==> src/rtl/debug_uart_arbiter_pkg.sv <==
// debug_uart_arbiter_pkg: shared constants and FSM state type for the debug UART arbiter
// Exports: SRC_ID_W (source id width), MAGIC1_DEF/MAGIC2_DEF (header defaults), state_t
package debug_uart_arbiter_pkg;
    localparam int SRC_ID_W = 3;
    localparam logic [7:0] MAGIC1_DEF = 8'hBE;
    localparam logic [7:0] MAGIC2_DEF = 8'hEF;
    typedef enum logic [2:0] {IDLE, HDR1, HDR2, HDR_ID, PAYLOAD} state_t;
endpackage

==> src/rtl/debug_uart_arbiter_if.sv <==
// debug_uart_arbiter_if: source-side, uart_tx-side and status signals of the arbiter
// s_valid/s_data/s_last/s_ready  per-source byte stream (source i at bit i / byte i)
// tx_data/tx_valid/tx_ack        byte link to uart_tx
// busy/grant_id/err_timeout      status
// slave = arbiter view, master = producers + uart_tx view
interface debug_uart_arbiter_if #(parameter int N_SRC = 4);
    import debug_uart_arbiter_pkg::*;
    logic [N_SRC-1:0]    s_valid;
    logic [8*N_SRC-1:0]  s_data;
    logic [N_SRC-1:0]    s_last;
    logic [N_SRC-1:0]    s_ready;
    logic [7:0]          tx_data;
    logic                tx_valid;
    logic                tx_ack;
    logic                busy;
    logic [SRC_ID_W-1:0] grant_id;
    logic                err_timeout;
    modport slave (
        input  s_valid, s_data, s_last, tx_ack,
        output s_ready, tx_data, tx_valid, busy, grant_id, err_timeout
    );
    modport master (
        output s_valid, s_data, s_last, tx_ack,
        input  s_ready, tx_data, tx_valid, busy, grant_id, err_timeout
    );
endinterface

==> src/rtl/debug_uart_arbiter_rr.sv <==
// debug_uart_arbiter_rr: combinational round-robin pick of the first requester after a registered pointer
// clk, rst           clock, sync active-high reset (pointer -> N-1 so source 0 wins first)
// req_i              request vector
// upd_i, upd_ptr_i   load upd_ptr_i into the pointer
// grant_o, any_o     winning index, any request present
module debug_uart_arbiter_rr
    import debug_uart_arbiter_pkg::*;
#(
    parameter int N = 4
) (
    input  logic                clk,
    input  logic                rst,
    input  logic [N-1:0]        req_i,
    input  logic                upd_i,
    input  logic [SRC_ID_W-1:0] upd_ptr_i,
    output logic [SRC_ID_W-1:0] grant_o,
    output logic                any_o
);
    logic [SRC_ID_W-1:0] ptr_q;
    logic [N-1:0] rot;
    int off, idx;
    always_ff @(posedge clk) begin
        if (rst) ptr_q <= SRC_ID_W'(N - 1);
        else if (upd_i) ptr_q <= upd_ptr_i;
    end
    // rotate so bit 0 is the source just after the pointer, then take the lowest set bit
    always_comb begin
        rot = N'({req_i, req_i} >> (int'(ptr_q) + 1));
        off = 0;
        for (int i = N - 1; i >= 0; i--)
            if (rot[i]) off = i;
        idx = int'(ptr_q) + 1 + off;
        idx = idx >= N ? idx - N : idx;
        grant_o = SRC_ID_W'(idx);
    end
    assign any_o = |req_i;
endmodule

==> src/rtl/debug_uart_arbiter.sv <==
// debug_uart_arbiter: packet-granular round-robin sharing of one uart_tx, each packet prefixed MAGIC1 MAGIC2 id
// clk, rst  system clock, synchronous active-high reset
// bus       slave modport: source streams in, byte link to uart_tx, busy/grant_id/err_timeout status
module debug_uart_arbiter
    import debug_uart_arbiter_pkg::*;
#(
    parameter int         N_SRC   = 4,
    parameter logic [7:0] MAGIC1  = MAGIC1_DEF,
    parameter logic [7:0] MAGIC2  = MAGIC2_DEF,
    parameter int         TIMEOUT = 1024
) (
    input  logic                 clk,
    input  logic                 rst,
    debug_uart_arbiter_if.slave  bus
);
    localparam int CW = $clog2(TIMEOUT) + 1;
    state_t state_q, state_d;
    logic [7:0] tx_data_q, tx_data_d, sel_data;
    logic tx_valid_q, tx_valid_d, last_q, last_d, err_q, err_d;
    logic [SRC_ID_W-1:0] gid_q, gid_d, arb_gnt;
    logic [CW-1:0] cnt_q, cnt_d;
    logic arb_any, rr_upd, sel_valid, sel_last, take;
    debug_uart_arbiter_rr #(.N(N_SRC)) u_rr (
        .clk       (clk),
        .rst       (rst),
        .req_i     (bus.s_valid),
        .upd_i     (rr_upd),
        .upd_ptr_i (gid_q),
        .grant_o   (arb_gnt),
        .any_o     (arb_any)
    );
    assign sel_valid = 1'(bus.s_valid >> gid_q);
    assign sel_last  = 1'(bus.s_last >> gid_q);
    assign sel_data  = 8'(bus.s_data >> {gid_q, 3'b000});
    always_ff @(posedge clk) begin
        if (rst) begin
            state_q    <= IDLE;
            tx_data_q  <= '0;
            tx_valid_q <= 1'b0;
            last_q     <= 1'b0;
            err_q      <= 1'b0;
            gid_q      <= '0;
            cnt_q      <= '0;
        end else begin
            state_q    <= state_d;
            tx_data_q  <= tx_data_d;
            tx_valid_q <= tx_valid_d;
            last_q     <= last_d;
            err_q      <= err_d;
            gid_q      <= gid_d;
            cnt_q      <= cnt_d;
        end
    end
    // holding register empties the cycle after tx_ack; a new byte is only loaded while it is empty
    always_comb begin
        state_d    = state_q;
        tx_data_d  = tx_data_q;
        tx_valid_d = tx_valid_q && !bus.tx_ack;
        last_d     = last_q;
        gid_d      = gid_q;
        cnt_d      = '0;
        err_d      = 1'b0;
        rr_upd     = 1'b0;
        take       = 1'b0;
        case (state_q)
            IDLE: if (arb_any) begin
                gid_d      = arb_gnt;
                tx_data_d  = MAGIC1;
                tx_valid_d = 1'b1;
                last_d     = 1'b0;
                state_d    = HDR1;
            end
            HDR1, HDR2, HDR_ID: begin
                if (!tx_valid_q) begin
                    tx_valid_d = 1'b1;
                    tx_data_d  = state_q == HDR2 ? MAGIC2 : 8'(gid_q);
                end
                if (tx_valid_q && bus.tx_ack)
                    state_d = state_q == HDR1 ? HDR2 : state_q == HDR2 ? HDR_ID : PAYLOAD;
            end
            PAYLOAD: begin
                take = !tx_valid_q && sel_valid;
                if (take) begin
                    tx_valid_d = 1'b1;
                    tx_data_d  = sel_data;
                    last_d     = sel_last;
                end
                if (tx_valid_q && bus.tx_ack && last_q) begin
                    state_d = IDLE;
                    rr_upd  = 1'b1;
                end
                // empty register with the granted source silent: count towards abort
                if (!tx_valid_q && !sel_valid) begin
                    cnt_d = cnt_q + CW'(1);
                    if (cnt_q == CW'(TIMEOUT - 1)) begin
                        err_d   = 1'b1;
                        state_d = IDLE;
                        rr_upd  = 1'b1;
                    end
                end
            end
            default: state_d = IDLE;
        endcase
    end
    assign bus.s_ready     = (take && !rst) ? N_SRC'(1) << gid_q : '0;
    assign bus.tx_data     = tx_data_q;
    assign bus.tx_valid    = tx_valid_q;
    assign bus.busy        = state_q != IDLE;
    assign bus.grant_id    = gid_q;
    assign bus.err_timeout = err_q;
endmodule

==> src/flat_wrapper.sv <==
// flat-port wrapper written by rule: the top's interface ports become plain ports
module debug_uart_arbiter_flat import debug_uart_arbiter_pkg::*;
#(
    parameter int         N_SRC   = 4,
    parameter logic [7:0] MAGIC1  = MAGIC1_DEF,
    parameter logic [7:0] MAGIC2  = MAGIC2_DEF,
    parameter int         TIMEOUT = 1024
)
  (clk, rst, bus_s_valid, bus_s_data, bus_s_last, bus_tx_ack, bus_s_ready, bus_tx_data, bus_tx_valid, bus_busy, bus_grant_id, bus_err_timeout);
  debug_uart_arbiter_if #(.N_SRC(N_SRC)) bus_i ();
  input  logic clk;
  input  logic rst;
  input wire logic [$bits(bus_i.s_valid)-1:0] bus_s_valid;
  input wire logic [$bits(bus_i.s_data)-1:0] bus_s_data;
  input wire logic [$bits(bus_i.s_last)-1:0] bus_s_last;
  input wire logic [$bits(bus_i.tx_ack)-1:0] bus_tx_ack;
  output wire logic [$bits(bus_i.s_ready)-1:0] bus_s_ready;
  output wire logic [$bits(bus_i.tx_data)-1:0] bus_tx_data;
  output wire logic [$bits(bus_i.tx_valid)-1:0] bus_tx_valid;
  output wire logic [$bits(bus_i.busy)-1:0] bus_busy;
  output wire logic [$bits(bus_i.grant_id)-1:0] bus_grant_id;
  output wire logic [$bits(bus_i.err_timeout)-1:0] bus_err_timeout;
  assign bus_i.s_valid = bus_s_valid;
  assign bus_i.s_data = bus_s_data;
  assign bus_i.s_last = bus_s_last;
  assign bus_i.tx_ack = bus_tx_ack;
  assign bus_s_ready = bus_i.s_ready;
  assign bus_tx_data = bus_i.tx_data;
  assign bus_tx_valid = bus_i.tx_valid;
  assign bus_busy = bus_i.busy;
  assign bus_grant_id = bus_i.grant_id;
  assign bus_err_timeout = bus_i.err_timeout;
  debug_uart_arbiter #(.N_SRC(N_SRC), .MAGIC1(MAGIC1), .MAGIC2(MAGIC2), .TIMEOUT(TIMEOUT)) u_core (.clk(clk), .rst(rst), .bus(bus_i));
endmodule
==> config.mk <==
export PLATFORM = sky130hd
export DESIGN_NAME = debug_uart_arbiter_flat
export DESIGN_NICKNAME = d
export VERILOG_FILES = /design/src/rtl/debug_uart_arbiter_pkg.sv /design/src/rtl/debug_uart_arbiter_if.sv /design/src/rtl/debug_uart_arbiter_rr.sv /design/src/rtl/debug_uart_arbiter.sv /design/src/flat_wrapper.sv
export SDC_FILE = /design/constraint.sdc
export NUM_CORES = 1
export LEC_CHECK = 0
export CORE_MARGIN = 2
export CORE_UTILIZATION = 35
export DETAILED_ROUTE_END_ITERATION = 7
export SYNTH_ARGS = -nofsm -noshare
export SYNTH_HDL_FRONTEND = slang
export SYNTH_SLANG_ARGS = --single-unit
==> constraint.sdc <==
create_clock -name clk -period 5 [get_ports clk]
set_input_delay 1 -clock clk [delete_from_list [all_inputs] [get_ports clk]]
set_output_delay 1 -clock clk [all_outputs]
set_load 0.02 [all_outputs]
==> flow_summary_export.csv, run 1 <==
group,metric,value,unit
power,powerDensity,311.4,nW/um^2
layout,area_growth,33.15,%
worst_hold_path,hp-class,"flip-flop to flip-flop",
layout,instances_no_fill,376,
timing,finalSetupTns,0,ns
clock_network,clockBufferDepth,2,
synth,syn_area_per_cell,8.935,um^2
route,via_count,1999,
layout,nets,348,
power,p_leak,1.075,nW
place,port_buffers,60,
setup_path,worst_path_max_delay_cell,"clkdlybuf4s50_1",
setup_path,worst-setup-path-type,"input pin to primary output",
clock_network,root_buffer,"clkbuf_8",
outcome,status,"complete, no violations",
power,ir_worst_vdd,169.1,uV
place,dpl.hpwl,4.076,mm
grt,grt_max_degree,22,
grt,antenna_found_initial,0,
setup_path,cp_data_arrival_time,2.78,ns
synth,synth_cells,248,
clock_network,cts_tree,"done",
grt,grt_pass1_vias,1994,
setup_path,worstPathCellList,"clkdlybuf4s50_1 > mux2i_2 > nor4b_1 > clkdlybuf4s50_1",
timing,report.final.slew_viol_count,0,
timing,fmax,264.4,MHz
timing,hold_viol_final,0,
route,postRouteAntennaNets,0,
floorplan,chipWidth,83.57,um
synth,ys_top_cells_by_count,"dfxtp_1 (31), nor2_1 (30), a21oi_1 (13), nand2_1 (13), a211oi_1 (12)",
clock_network,cts_buffers,5,
timing,min_period,3.782,ns
route,drt-initial-drc-count,100,
floorplan,initial_core_util,36.77,%
clock_network,insertion_delay,0.27,ns
layout,drive_above_1_share,10.30,%
route,first_pass_iters,4,
floorplan,num_rows,28,
place,placed_cells,368,
synth,yosysTopAreaCellShare,28.01,%
synth,ys.flop_type,"dfxtp_1",
clock_network,clock-sinks,31,
timing,finalSetupViolations,0,
synth,synth_edf_count,0,
flow_run,maxCapViolations,0,
clock_network,cts_setup_buffers,0,
setup_path,cp_data_required_time,4.00,ns
layout,antenna_cells,0,
setup_path,end_kind,"primary output",
synth,seq_area_frac_synth,28.01,%
clock_network,postCtsResizedCells,0,
timing,skew,0.005333,ns
setup_path,critPathMaxFanout,6,
setup_path,crit_path_start_kind,"input pin",
timing,relSlewSlack,41.53,%
route,routed_wl,5.442,mm
floorplan,io-pin-count,61,
synth,ys_ff_latch,31,
timing,worst_slack,1.218,ns
place,pre_cts_slack,1.198,ns
floorplan,core_area,6026,um^2
synth,synth_nets,296,
grt,grtUsageTotal,15.93,%
route,post_drt_wl_per_cell,14.47,um
route,via_per_inst,5.316,
timing,tightest_slew,0.8758,ns
power,finalPower,918.9,uW
timing,post-route-period-util,75.64,%
floorplan,die_area,6984,um^2
setup_path,cp_common_cell,"clkdlybuf4s50_1",
route,drc,0,
synth,ys_warn_count,0,
grt,grt-ovfl-total,0,
synth,yosysMostFrequentCell,"dfxtp_1",
clock_network,h-tree-depth,2,
grt,grt_pass1_wl,9.308,mm
setup_path,crit_path_max_incr_delay,0.66,ns
synth,async_flop_share,0,%
synth,synth.distinct_cells,59,
synth,syn_area,2216,um^2
synth,synth_area_leader_cell,"dfxtp_1",
clock_network,ctsHoldBuffers,0,
clock_network,clkTransAtPathRegs,0.07,ns
timing,rsz0062_at_grt,"no",
floorplan,die-height,83.57,um
synth,synth.area.top_cells,"dfxtp_1 (28%), mux4_2 (7.1%), nor2_1 (5.1%)",
place,place.gp.congestion,0.7817,
worst max-delay path: cells and delay by family:
family	cells	cell delay, ns
buf+inv	2	1.26
simple gates	1	0.34
mux	1	0.19
worst paths after layout:
check        slack [ns]            startpoint  depth (start not counted)                endpoint
max reg2reg        2.42  u_core.u_rr.ptr_q[0]                         10  u_core.bus.grant_id[2]
min                0.46      u_core.cnt_q[10]                          2        u_core.cnt_q[10]
max                1.22        bus_s_valid[1]                          4          bus_s_ready[1]
min reg2reg        0.46      u_core.cnt_q[10]                          2        u_core.cnt_q[10]
routing by layer:
metal | wire length, um | track usage [%]
met5 | 0 | 0
met2 | 2558 | 26.91
met3 | 337 | 4.253
met1 | 2526 | 20.71
met4 | 19 | 2.639
flip-flops by register name, indices dropped and copies added, names as in the netlist:
signal	flops
u_core.bus.tx_data	8
u_core.bus.grant_id	3
u_core.state_q	3
u_core.bus.tx_valid	1
u_core.last_q	1
u_core.u_rr.ptr_q	3
u_core.cnt_q	11
u_core.bus.err_timeout	1
kinds of logic after synthesis:
kind of cell	count (synthesis)	share of synthesized area, %
compound gates	60	21.01
xor+xnor	11	4.348
fa+ha+maj	5	3.162
buf+inv	25	5.364
flops	31	28.01
mux	21	14.12
simple gates	95	24.00
power by group:
part / leakage [nW] / internal [mW] / switching, mW
Clock: 0.0612 / 0.161 / 0.0961
Combinational: 0.760 / 0.181 / 0.154
Sequential: 0.254 / 0.268 / 0.0582
layout by cell type (no fill, tap or decap), drive strengths merged, types with 4 or more instances in the layout:
cell type / n
inv: 9
mux4: 7
nor3: 11
clkdlybuf4s50: 60
a211oi: 14
nand2b: 6
a21oi: 14
nor2: 31
nand3: 8
o21ai: 5
mux2i: 11
nand2: 13
xor2: 8
clkbuf: 6
dfxtp: 31
nor2b: 6
ha: 4
final cells by class:
cell class | count | area [um^2]
Timing Repair Buffer | 61 | 608.1
Sequential cell | 31 | 620.6
Clock inverter | 2 | 35.03
Multi-Input combinational cell | 192 | 1476
Inverter | 9 | 33.78
Clock buffer | 6 | 82.58
Fill cell | 603 | 3075
Tap cell | 75 | 93.84
through the flow:
step           utilization (%)  hold WS, ns  instance area, um^2
5_1_grt                  48.96       0.4889                 2950
3_3_place_gp             47.01       0.4402                 2833
3_5_place_dp             47.01       0.4499                 2833
4_1_cts                  48.96       0.4599                 2950
2_1_floorplan                -       0.4263                 2216
6_report                 48.96       0.4572                 2950
No activity file was read; power rests on OpenSTA's default activity.
==> run 2: changes to the inputs <==
Clock period 5 ns to 3.25 ns, I/O delays scaled along.
==> run 2 against run 1 <==
- combinational power grew 76%
- clock power grew 53%
- routed wire length grew 3.3%
- worst setup slack lost 1.0 ns
- highest routed layer unchanged
==> flow_summary_export.csv, run 2 (synthesized netlist as in run 1, its figures left out) <==
group,metric,value,unit
outcome,status,"complete, no violations",
route,drt-initial-drc-count,127,
power,finalPower,1.442,mW
place,port_buffers,60,
floorplan,num_rows,28,
layout,area_growth,37.21,%
power,p_comb_share,40.9,%
layout,nets,360,
grt,grt_pass1_wl,9.094,mm
floorplan,die-height,83.57,um
power,p_clk_share,27.3,%
grt,antenna_found_initial,0,
clock_network,cts_setup_buffers,0,
clock_network,clockBufferDepth,2,
route,via_per_inst,5.397,
timing,rsz0062_at_grt,"no",
timing,fmax,328.5,MHz
layout,num-fill-cells,584,
timing,post-route-period-util,93.67,%
grt,grt_pass1_vias,1901,
timing,relSlewSlack,60.22,%
layout,largest_reg_flops,11,
grt,grt-ovfl-total,0,
layout,mostFrequentLayoutCells,"clkdlybuf4s50_1 (60), dfxtp_1 (31), nor2_1 (30)",
clock_network,cts_tree,"done",
timing,report.final.slew_viol_count,0,
clock_network,ctsHoldBuffers,0,
floorplan,core_area,6026,um^2
clock_network,clock-sinks,31,
setup_path,cp_data_required_time,2.60,ns
power,p_switching,478.6,uW
setup_path,cp_data_arrival_time,2.39,ns
route,routed_wl,5.624,mm
power,ir_worst_vdd,248.7,uV
clock_network,clkTransAtPathRegs,0.07,ns
clock_network,postCtsResizedCells,0,
floorplan,io-pin-count,61,
place,dpl.hpwl,4.332,mm
floorplan,chipWidth,83.57,um
place,placed_cells,380,
power,p_leak,1.135,nW
setup_path,end_kind,"primary output",
timing,finalSetupTns,0,ns
route,via_count,2094,
setup_path,r2r_cells,10,
timing,skew,0.003707,ns
flow_run,maxCapViolations,0,
setup_path,worst-setup-path-type,"input pin to primary output",
setup_path,crit_end,"bus_s_ready[0]",
place,place.gp.congestion,0.7904,
power,powerDensity,474.3,nW/um^2
setup_path,r2r-end,"u_core.bus.grant_id[2]",
timing,hold_viol_final,0,
route,postRouteAntennaNets,0,
timing,tightest_slew,0.5957,ns
layout,top_register,"u_core.cnt_q",
clock_network,root_buffer,"clkbuf_8",
layout,instances_no_fill,388,
timing,min_period,3.044,ns
power,p_sw_share,33.19,%
clock_network,cts_buffers,5,
floorplan,die_area,6984,um^2
route,first_pass_iters,4,
layout,antenna_cells,0,
timing,finalSetupViolations,0,
clock_network,h-tree-depth,2,
power,p_int,963.4,uW
setup_path,rrSetupSlack,0.68,ns
layout,layout_commonest_cell,"clkdlybuf4s50_1",
grt,grtUsageTotal,15.76,%
route,post_drt_wl_per_cell,14.49,um
clock_network,insertion_delay,0.27,ns
route,drc,0,
worst_hold_path,hp-class,"flip-flop to flip-flop",
setup_path,critPathMaxFanout,7,
grt,grt_max_degree,22,
layout,drive_above_1_share,13.74,%
setup_path,startpoint,"bus_s_valid[0]",
power,seq_power_share,31.9,%
setup_path,crit_path_start_kind,"input pin",
floorplan,initial_core_util,36.77,%
setup_path,rr_startpoint,"u_core.u_rr.ptr_q[0]",
==> run 2: how the worst min path moves through the flow <==
| stage | startpoint | to | cells after the start |
|---|---|---|---|
| after global placement | u_core.cnt_q[10] | u_core.cnt_q[10] | 2 |
| after global routing | u_core.cnt_q[10] | u_core.cnt_q[10] | 2 |
| after floorplan | u_core.cnt_q[0] | u_core.cnt_q[0] | 1 |
| final | u_core.cnt_q[10] | u_core.cnt_q[10] | 2 |
| after CTS | u_core.cnt_q[10] | u_core.cnt_q[10] | 2 |
| after detailed placement | u_core.cnt_q[10] | u_core.cnt_q[10] | 2 |
==> run 2: stage by stage <==
step / worst slack [ns] / hold WS [ns] / utilization [%] / instance area, um^2
finish: 0.2057 / 0.4558 / 50.46 / 3040
global route: 0.07940 / 0.4913 / 50.46 / 3040
CTS: 0.1997 / 0.4575 / 50.46 / 3040
detailed placement: 0.1455 / 0.4459 / 48.50 / 2923
global placement: 0.2029 / 0.4386 / 48.50 / 2923
floorplan: 0.7611 / 0.4263 / - / 2216
==> run 2: power by group through the flow <==
stage | logic [mW] | registers [mW] | clock network, mW
2_1_floorplan | 0.388 | 0.472 | 0
6_report | 0.590 | 0.459 | 0.393
3_5_place_dp | 0.592 | 0.468 | 0
5_1_grt | 0.643 | 0.466 | 0.414
4_1_cts | 0.595 | 0.461 | 0.399
3_3_place_gp | 0.589 | 0.469 | 0
==> run 2: routing by layer <==
metal	share of wire, %	global-route usage [%]	vias to the layer above
met5	0	0	-
met4	1.1	3.812	0
met3	5.8	4.055	4
met2	47	25.60	58
met1	46	20.92	981
li1	-	-	1051
==> run 2: area by class of cell <==
| class | instances | area (um^2) | share of cell area [%] |
|---|---|---|---|
| Inverter | 9 | 33.78 | 1.111 |
| Clock inverter | 2 | 35.03 | 1.152 |
| Multi-Input combinational cell | 192 | 1476 | 48.56 |
| Timing Repair Buffer | 73 | 698.2 | 22.96 |
| Tap cell | 75 | 93.84 | 3.086 |
| Sequential cell | 31 | 620.6 | 20.41 |
| Clock buffer | 6 | 82.58 | 2.716 |
==> run 2: worst max-delay path: stages <==
cell and delay, ns:
clkdlybuf4s50_1 0.54, mux2i_2 0.43, nor2_1 0.07, and3b_1 0.17, clkdlybuf4s50_1 0.53
